`config.mk`:
```
export PLATFORM = sky130hd
export DESIGN_NAME = multicycle_processor
export DESIGN_NICKNAME = d
export VERILOG_FILES = /design/src/rtl/proc_pkg.sv /design/src/rtl/multicycle_processor_reg_file.sv /design/src/rtl/multicycle_processor.sv
export SDC_FILE = /design/constraint.sdc
export NUM_CORES = 2
export LEC_CHECK = 0
export ABC_CLOCK_PERIOD_IN_PS = 14900
export BUFFER_PORTS_ARGS = -buffer_cell sky130_fd_sc_hd__buf_4
export CORE_ASPECT_RATIO = 0.75
export CORE_MARGIN = 1
export CORE_UTILIZATION = 43
export CTS_CLUSTER_SIZE = 24
export DETAILED_ROUTE_END_ITERATION = 7
export GPL_ROUTABILITY_DRIVEN = 0
export HOLD_SLACK_MARGIN = 0.06
export MAX_ROUTING_LAYER = met4
export PLACE_DENSITY = 0.59
export SETUP_SLACK_MARGIN = 0.15
export SKIP_LAST_GASP = 1
export SYNTH_ARGS = -nofsm -noshare
export SYNTH_HDL_FRONTEND = slang
export SYNTH_SLANG_ARGS = --single-unit
```
`constraint.sdc`:
```
create_clock -name clk -period 14.9 [get_ports clk]
set_input_delay 1.49 -clock clk [delete_from_list [all_inputs] [get_ports clk]]
set_output_delay 1.49 -clock clk [all_outputs]
set_load 0.02 [all_outputs]
```
`src/rtl/proc_pkg.sv`:
```
// Shared encodings for the multi-cycle RV32I-subset core: opcodes, FSM states,
// ALU operations and immediate formats, plus the immediate/ALU decode helpers.
package proc_pkg;

    localparam logic [6:0] OP_LUI    = 7'h37;
    localparam logic [6:0] OP_JAL    = 7'h6F;
    localparam logic [6:0] OP_JALR   = 7'h67;
    localparam logic [6:0] OP_BRANCH = 7'h63;
    localparam logic [6:0] OP_LOAD   = 7'h03;
    localparam logic [6:0] OP_STORE  = 7'h23;
    localparam logic [6:0] OP_IMM    = 7'h13;
    localparam logic [6:0] OP_REG    = 7'h33;
    localparam logic [6:0] OP_SYSTEM = 7'h73;

    localparam logic [2:0] F3_ADD = 3'd0;
    localparam logic [2:0] F3_SLT = 3'd2;
    localparam logic [2:0] F3_XOR = 3'd4;
    localparam logic [2:0] F3_OR  = 3'd6;
    localparam logic [2:0] F3_AND = 3'd7;
    localparam logic [2:0] F3_BEQ = 3'd0;
    localparam logic [2:0] F3_BNE = 3'd1;
    localparam logic [2:0] F3_BLT = 3'd4;
    localparam logic [2:0] F3_BGE = 3'd5;
    localparam logic [2:0] F3_W   = 3'd2;

    localparam logic [6:0] F7_BASE = 7'h00;
    localparam logic [6:0] F7_SUB  = 7'h20;

    typedef enum logic [2:0] {
        S_FETCH, S_DECODE, S_EXEC, S_MEM, S_WB, S_HALT, S_TRAP
    } state_t;

    typedef enum logic [2:0] {
        ALU_ADD, ALU_SUB, ALU_AND, ALU_OR, ALU_XOR, ALU_SLT
    } alu_op_t;

    typedef enum logic [2:0] {
        IMM_I, IMM_S, IMM_B, IMM_U, IMM_J
    } imm_t;

    function automatic logic [31:0] imm_gen(input logic [31:0] ir, input imm_t t);
        case (t)
            IMM_S:   return {{20{ir[31]}}, ir[31:25], ir[11:7]};
            IMM_B:   return {{19{ir[31]}}, ir[31], ir[7], ir[30:25], ir[11:8], 1'b0};
            IMM_U:   return {ir[31:12], 12'b0};
            IMM_J:   return {{11{ir[31]}}, ir[31], ir[19:12], ir[20], ir[30:21], 1'b0};
            default: return {{20{ir[31]}}, ir[31:20]};
        endcase
    endfunction

    function automatic logic alu_f3_ok(input logic [2:0] f3);
        return f3 inside {F3_ADD, F3_SLT, F3_XOR, F3_OR, F3_AND};
    endfunction

    function automatic alu_op_t alu_of(input logic [2:0] f3, input logic sub);
        case (f3)
            F3_SLT:  return ALU_SLT;
            F3_XOR:  return ALU_XOR;
            F3_OR:   return ALU_OR;
            F3_AND:  return ALU_AND;
            default: return sub ? ALU_SUB : ALU_ADD;
        endcase
    endfunction

endpackage

```
`src/rtl/multicycle_processor_reg_file.sv`:
```
// NREG x 32 register file: two combinational read ports, one synchronous write
// port, x0 never written so it always reads zero.
module reg_file #(
    parameter int NREG = 32,
    parameter int AW   = $clog2(NREG)
) (
    input  logic          clk,
    input  logic          rst,
    input  logic [AW-1:0] ra1,
    input  logic [AW-1:0] ra2,
    input  logic          we,
    input  logic [AW-1:0] wa,
    input  logic [31:0]   wd,
    output logic [31:0]   rd1,
    output logic [31:0]   rd2
);

    logic [31:0] regs [NREG];

    always_ff @(posedge clk or negedge rst) begin
        if (!rst) begin
            for (int i = 0; i < NREG; i++) regs[i] <= '0;
        end else if (we && wa != '0) begin
            regs[wa] <= wd;
        end
    end

    assign rd1 = regs[ra1];
    assign rd2 = regs[ra2];

endmodule

```
`src/rtl/multicycle_processor.sv`:
```
// Multi-cycle RV32I-subset core sharing one instruction/data memory port with a
// req/ready handshake; bus outputs are registered from the FSM's next state.
module multicycle_processor
    import proc_pkg::*;
#(
    parameter logic [31:0] RESET_PC = 32'h0,
    parameter int          NREG     = 32,
    parameter int          TIMEOUT  = 255
) (
    input  logic        clk,
    input  logic        rst,
    output logic        mem_req,
    output logic        mem_we,
    output logic [31:0] mem_addr,
    output logic [31:0] mem_wdata,
    input  logic [31:0] mem_rdata,
    input  logic        mem_ready,
    output logic        halted,
    output logic        trap,
    output logic [31:0] pc_dbg
);

    localparam int         AW      = $clog2(NREG);
    localparam logic [7:0] TO_LAST = 8'(TIMEOUT - 1);

    state_t      state, state_n;
    alu_op_t     alu_op;
    imm_t        imm_sel;
    logic [31:0] pc, oldpc, ir, a, b, alu_out, mdr;
    logic [31:0] pc_n, alu_out_n, imm, op_b, alu_res, rd1, rd2, wb_data;
    logic [7:0]  wait_cnt;
    logic [6:0]  opcode, f7;
    logic [2:0]  f3;
    logic        xfer, timeout_hit, illegal, taken, rf_we;
    logic        use_rs1, use_rs2, use_rd;

    assign opcode      = ir[6:0];
    assign f3          = ir[14:12];
    assign f7          = ir[31:25];
    assign xfer        = mem_req && mem_ready;
    assign timeout_hit = (TIMEOUT != 0) && mem_req && !mem_ready && (wait_cnt == TO_LAST);
    assign pc_dbg      = pc;

    // Decode: legality only considers the register fields the format actually uses.
    always_comb begin
        imm_sel = IMM_I;
        alu_op  = ALU_ADD;
        illegal = 1'b0;
        use_rs1 = 1'b1;
        use_rs2 = 1'b0;
        use_rd  = 1'b1;
        case (opcode)
            OP_LUI:    begin imm_sel = IMM_U; use_rs1 = 1'b0; end
            OP_JAL:    begin imm_sel = IMM_J; use_rs1 = 1'b0; end
            OP_JALR:   illegal = (f3 != F3_ADD);
            OP_BRANCH: begin
                imm_sel = IMM_B; use_rs2 = 1'b1; use_rd = 1'b0;
                illegal = !(f3 inside {F3_BEQ, F3_BNE, F3_BLT, F3_BGE});
            end
            OP_LOAD:   illegal = (f3 != F3_W);
            OP_STORE:  begin
                imm_sel = IMM_S; use_rs2 = 1'b1; use_rd = 1'b0;
                illegal = (f3 != F3_W);
            end
            OP_IMM:    begin alu_op = alu_of(f3, 1'b0); illegal = !alu_f3_ok(f3); end
            OP_REG:    begin
                alu_op  = alu_of(f3, f7[5]);
                use_rs2 = 1'b1;
                illegal = !alu_f3_ok(f3) ||
                          !((f7 == F7_BASE) || (f7 == F7_SUB && f3 == F3_ADD));
            end
            OP_SYSTEM: begin use_rs1 = 1'b0; use_rd = 1'b0; end
            default:   begin illegal = 1'b1; use_rs1 = 1'b0; use_rd = 1'b0; end
        endcase
        if ((use_rs1 && int'(ir[19:15]) >= NREG) ||
            (use_rs2 && int'(ir[24:20]) >= NREG) ||
            (use_rd  && int'(ir[11:7])  >= NREG))
            illegal = 1'b1;
        imm = imm_gen(ir, imm_sel);
    end

    always_comb begin
        op_b = (opcode == OP_REG) ? b : imm;
        case (alu_op)
            ALU_SUB: alu_res = a - op_b;
            ALU_AND: alu_res = a & op_b;
            ALU_OR:  alu_res = a | op_b;
            ALU_XOR: alu_res = a ^ op_b;
            ALU_SLT: alu_res = {31'b0, $signed(a) < $signed(op_b)};
            default: alu_res = a + op_b;
        endcase
        case (f3)
            F3_BEQ:  taken = (a == b);
            F3_BNE:  taken = (a != b);
            F3_BLT:  taken = ($signed(a) < $signed(b));
            F3_BGE:  taken = !($signed(a) < $signed(b));
            default: taken = 1'b0;
        endcase
        case (opcode)
            OP_LOAD:         wb_data = mdr;
            OP_JAL, OP_JALR: wb_data = oldpc + 32'd4;
            OP_LUI:          wb_data = imm;
            default:         wb_data = alu_out;
        endcase
    end

    assign rf_we = (state == S_WB);

    reg_file #(.NREG(NREG)) u_rf (
        .clk (clk),
        .rst (rst),
        .ra1 (ir[15 +: AW]),
        .ra2 (ir[20 +: AW]),
        .we  (rf_we),
        .wa  (ir[7 +: AW]),
        .wd  (wb_data),
        .rd1 (rd1),
        .rd2 (rd2)
    );

    // Next state plus the PC/ALUout values the registered bus outputs need a cycle early.
    always_comb begin
        state_n   = state;
        pc_n      = pc;
        alu_out_n = alu_out;
        case (state)
            S_FETCH: begin
                if (timeout_hit) state_n = S_TRAP;
                else if (xfer) begin
                    state_n = S_DECODE;
                    pc_n    = pc + 32'd4;
                end
            end
            S_DECODE: begin
                if (illegal) begin
                    state_n = S_TRAP;
                    pc_n    = oldpc;
                end else if (opcode == OP_SYSTEM) begin
                    state_n = S_HALT;
                    pc_n    = oldpc;
                end else state_n = S_EXEC;
            end
            S_EXEC: begin
                case (opcode)
                    OP_BRANCH: begin
                        state_n = S_FETCH;
                        if (taken) pc_n = oldpc + imm;
                    end
                    OP_LOAD, OP_STORE: begin
                        state_n   = S_MEM;
                        alu_out_n = a + imm;
                    end
                    default: begin
                        state_n   = S_WB;
                        alu_out_n = alu_res;
                    end
                endcase
            end
            S_MEM: begin
                if (timeout_hit) begin
                    state_n = S_TRAP;
                    pc_n    = oldpc;
                end else if (xfer) state_n = (opcode == OP_STORE) ? S_FETCH : S_WB;
            end
            S_WB: begin
                state_n = S_FETCH;
                if (opcode == OP_JAL)  pc_n = oldpc + imm;
                if (opcode == OP_JALR) pc_n = (a + imm) & ~32'd1;
            end
            default: state_n = state;
        endcase
    end

    always_ff @(posedge clk or negedge rst) begin
        if (!rst) state <= S_FETCH;
        else      state <= state_n;
    end

    always_ff @(posedge clk or negedge rst) begin
        if (!rst) begin
            pc        <= RESET_PC;
            oldpc     <= '0;
            ir        <= '0;
            a         <= '0;
            b         <= '0;
            alu_out   <= '0;
            mdr       <= '0;
            wait_cnt  <= '0;
            halted    <= 1'b0;
            trap      <= 1'b0;
            mem_req   <= 1'b0;
            mem_we    <= 1'b0;
            mem_addr  <= '0;
            mem_wdata <= '0;
        end else begin
            pc       <= pc_n;
            alu_out  <= alu_out_n;
            wait_cnt <= (mem_req && !mem_ready) ? wait_cnt + 8'd1 : 8'd0;
            if (state == S_FETCH && xfer) begin
                ir    <= mem_rdata;
                oldpc <= pc;
            end
            if (state == S_DECODE) begin
                a <= rd1;
                b <= rd2;
            end
            if (state == S_MEM && xfer) mdr <= mem_rdata;
            if (state_n == S_HALT) halted <= 1'b1;
            if (state_n == S_TRAP) trap   <= 1'b1;
            mem_req   <= (state_n == S_FETCH) || (state_n == S_MEM);
            mem_we    <= (state_n == S_MEM) && (opcode == OP_STORE);
            mem_addr  <= (state_n == S_MEM)   ? alu_out_n :
                         (state_n == S_FETCH) ? pc_n : '0;
            mem_wdata <= (state_n == S_MEM) ? b : '0;
        end
    end

endmodule

```
==> run summary <==
Run status: complete, but fails checks
Failing checks: design-rule violations
Reg clk slew, reported paths: 70 ps
TNS Setup: 0 ps
Antenna viol nets, final: 0
Hold Crit Class: reg -> reg
Area Growth Syn to Fin: 10.2%
Mapped cell area: 76300 µm²
Final worst slack: 8280 ps
Peak supply drop: 0.000108 V
Root Buffer: clkbuf_16
Post-synth top cells: nand2_1, dfrtp_1, o21ai_0
Iteration-0 DRC Markers: 8893
Gr usage total: 31.7%
Final Util: 47.8%
WP data arrival: 7310 ps
Crit-path cells: nand4b_2 -> nor2_4 -> nand2_1 -> nand2_1 -> a21oi_1 -> nand2_1 -> a21boi_0 -> inv_1 -> ha_1 -> clkinv_1 -> nor4_2 -> nand2_1 -> a2111oi_2 -> o211ai_1 -> a31o_2 -> a21oi_1 -> mux2i_1 -> nand4_1 -> a22o_1
Fillers: 16100
Pin count of the biggest net entering global routing: 161
Via count: 61100
Sequential fraction of the synthesis area: 43.5%
Period utilization: 44.4%
Fmax: 151 MHz
CP Capture Type: flop
RSZ-0062 raised after global routing: no
Dpl ws: 8640 ps
Post-CTS sizing: 0
WP data required: 15590 ps
Routed wire length: 275 mm
Num CTS Buffers: 135
Antenna violations before repair: 10
Worst relative slew slack: 7.30%
Met3 usage: 8.78%
Asr flop ratio synth: 100%
Final setup fails: 0
Most used cell, CP: nand2_1
Core Footprint: 176000 µm²
Max cap viols: 0
Synth area leaders: dfrtp_1, mux4_2, o21ai_0
H-tree Lvls: 4
Number of hold buffers added after cts: 0
Hold Vio Cnt, Final: 0
Slowest-stage cell, CP: a2111oi_2
Top delay family on crit path: simple AND/OR/NAND/NOR gates
IO Count: 135
Initial Util: 43.4%
First-pass GRT wire length: 405 mm
Buffers plus inverters on the worst setup path: 2
GR Overflow Total: 0
Fin crit period: 6620 ps
Top Usage Layer GRT: met1
Worst Skew: 31.8 ps
Setup bufs post-CTS: 0
Mapped Cells: 7340
Syn. warnings: 0
Vias/cell: 6.38
Die height: 367 µm
Yosys top cell by area: dfrtp_1
Syn Nets: 7573
Synthesized area per cell: 10.4 µm²
PD cells: 87.3 nW/µm²
Clk_lat worst skew: 800 ps
M2 GR Usage: 43.1%
Synthesized flop and latch total: 1327
Die ar.: 179000 µm²
Nets: 7328
Dpl cells: 9320
Unique cell type count in the Yosys netlist: 101
Proportion of layout cells with a drive suffix above 1: 18.3%
Layout Cells excl Fill: 9575
Most used DFF post-synth: dfrtp_1
Post-synth EDFFs: 0
TritonCTS clock tree: built
Top-count cell post-synth: nand2_1
DRC viols: 5
Met1 Use GR: 45.6%
Row cnt: 133
CTS Buffer Depth: 3
Slowest cell delay on critical path: 770 ps
Vias in the first global route: 58100
Port Buf Inserts: 134
WL per Instance: 28.7 µm
Lkg Pwr: 35.1 nW
Die W: 488 µm
Final HPWL DP: 176 mm
First-pass iteration count of the detailed router: 8
Synth top area share: 43.5%
Worst-margin pin slew: 1380 ps
Clk sink count: 1327
CP Launch Type: flop
Setup CP Type: reg -> reg
Crit path max fanout: 26
Slew Limit Fails: 0
## area by class of cell
| class | instances | area [µm²] | share of cell area, % |
|---|---|---|---|
| multi-input combinational | 5180 | 40300 | 47.9 |
| sequential | 1327 | 33200 | 39.6 |
| clock buffer | 185 | 3920 | 4.67 |
| tap | 2362 | 2960 | 3.52 |
| timing repair buffer | 285 | 2250 | 2.67 |
| clock inverter | 52 | 707 | 0.841 |
| inverter | 166 | 623 | 0.741 |
| antenna | 18 | 45.0 | 0.0536 |
## stage by stage
step,instance area [µm²],hold slack (ps),total power (W)
after floorplan,76300,441,0.00367
after global placement,79400,376,0.00376
after detailed placement,79400,382,0.00376
after CTS,84000,397,0.00737
after global routing,84000,409,0.00753
final,84000,393,0.00733
## worst register-to-register path, cell delays in order, from the launching register on
cell and delay, ps:
dfrtp_1 600, nand4b_2 300, nor2_4 670, nand2_1 240, nand2_1 440, a21oi_1 170, nand2_1 100, a21boi_0 260
inv_1 100, ha_1 510, clkinv_1 330, nor4_2 570, nand2_1 130, a2111oi_2 770, o211ai_1 210, a31o_2 290
a21oi_1 220, mux2i_1 230, nand4_1 150, a22o_1 240
## flip-flops by register name, summed over array words and instances, names as in the netlist, 3 cells and up
name,cells
state,3
pc_dbg,32
a,32
b,32
ir,32
mem_addr,32
alu_out,32
oldpc,32
wait_cnt,8
mem_wdata,32
u_rf.regs,1024
mdr,32
## final timing paths
check	startpoint	end	slack (ps)	cells after the start
setup / recovery	ir[5]$_DFFE_PN0P_	mem_addr[30]$_DFF_PN0_	8280	19
hold / removal	u_rf.regs[1014]$_DFFE_PN0P_	u_rf.regs[1014]$_DFFE_PN0P_	390	0
setup reg to reg	ir[5]$_DFFE_PN0P_	mem_addr[30]$_DFF_PN0_	8280	19
hold reg to reg	u_rf.regs[1014]$_DFFE_PN0P_	u_rf.regs[1014]$_DFFE_PN0P_	390	0
max in group asynchronous	rst	u_rf.regs[728]$_DFFE_PN0P_	10820	4
min in group asynchronous	rst	u_rf.regs[678]$_DFFE_PN0P_	600	1
## power breakdown
| part | switching, W | internal, W | leakage, nW |
|---|---|---|---|
| Sequential | 0 | 0.00360 | 18.4 |
| Combinational | 0.0000776 | 0.00000993 | 14.5 |
| Clock | 0.00155 | 0.00209 | 2.28 |
| Total | 0.00163 | 0.00571 | 35.1 |
## cell usage in the layout (no fill, tap or decap), types with 23 or more instances in the layout
master	count
xnor2_1	80
nand2_4	31
buf_4	277
o21a_1	23
nand2b_1	26
mux4_2	640
nor2_1	285
and3_1	43
nand4_1	27
ha_1	194
clkbuf_8	25
a22o_1	31
inv_1	165
a221oi_1	36
nand3_1	76
mux2i_1	83
nor3_1	53
a31oi_1	32
dfrtp_1	1317
nand2_1	1411
o211ai_1	32
and2_1	32
xor2_1	37
a21oi_1	258
clkbuf_16	140
a222oi_1	31
a211oi_1	32
a22oi_1	28
mux2_2	39
a21boi_0	23
a21o_1	53
o21ai_0	1176
clkinv_2	23
## routing by layer
| metal | vias to the layer above | share of wire [%] | routed length (µm) |
|---|---|---|---|
| met3 | 552 | 12 | 32400 |
| li1 | 26200 | - | - |
| met2 | 3433 | 42 | 116000 |
| met5 | - | 0 | 0 |
| met4 | 0 | 3.1 | 8600 |
| met1 | 30900 | 43 | 118000 |
## cell families after synthesis
logic type / share of synthesized area, %
AND/OR/NAND/NOR: 11.5
AO/OA/AOI/OAI: 15.6
flip-flops: 43.5
buffers and inverters: 4.18
multiplexers: 20.6
adder cells (fa/ha/maj): 3.30
XOR/XNOR: 1.34
No activity file was read; power rests on OpenSTA's default activity.
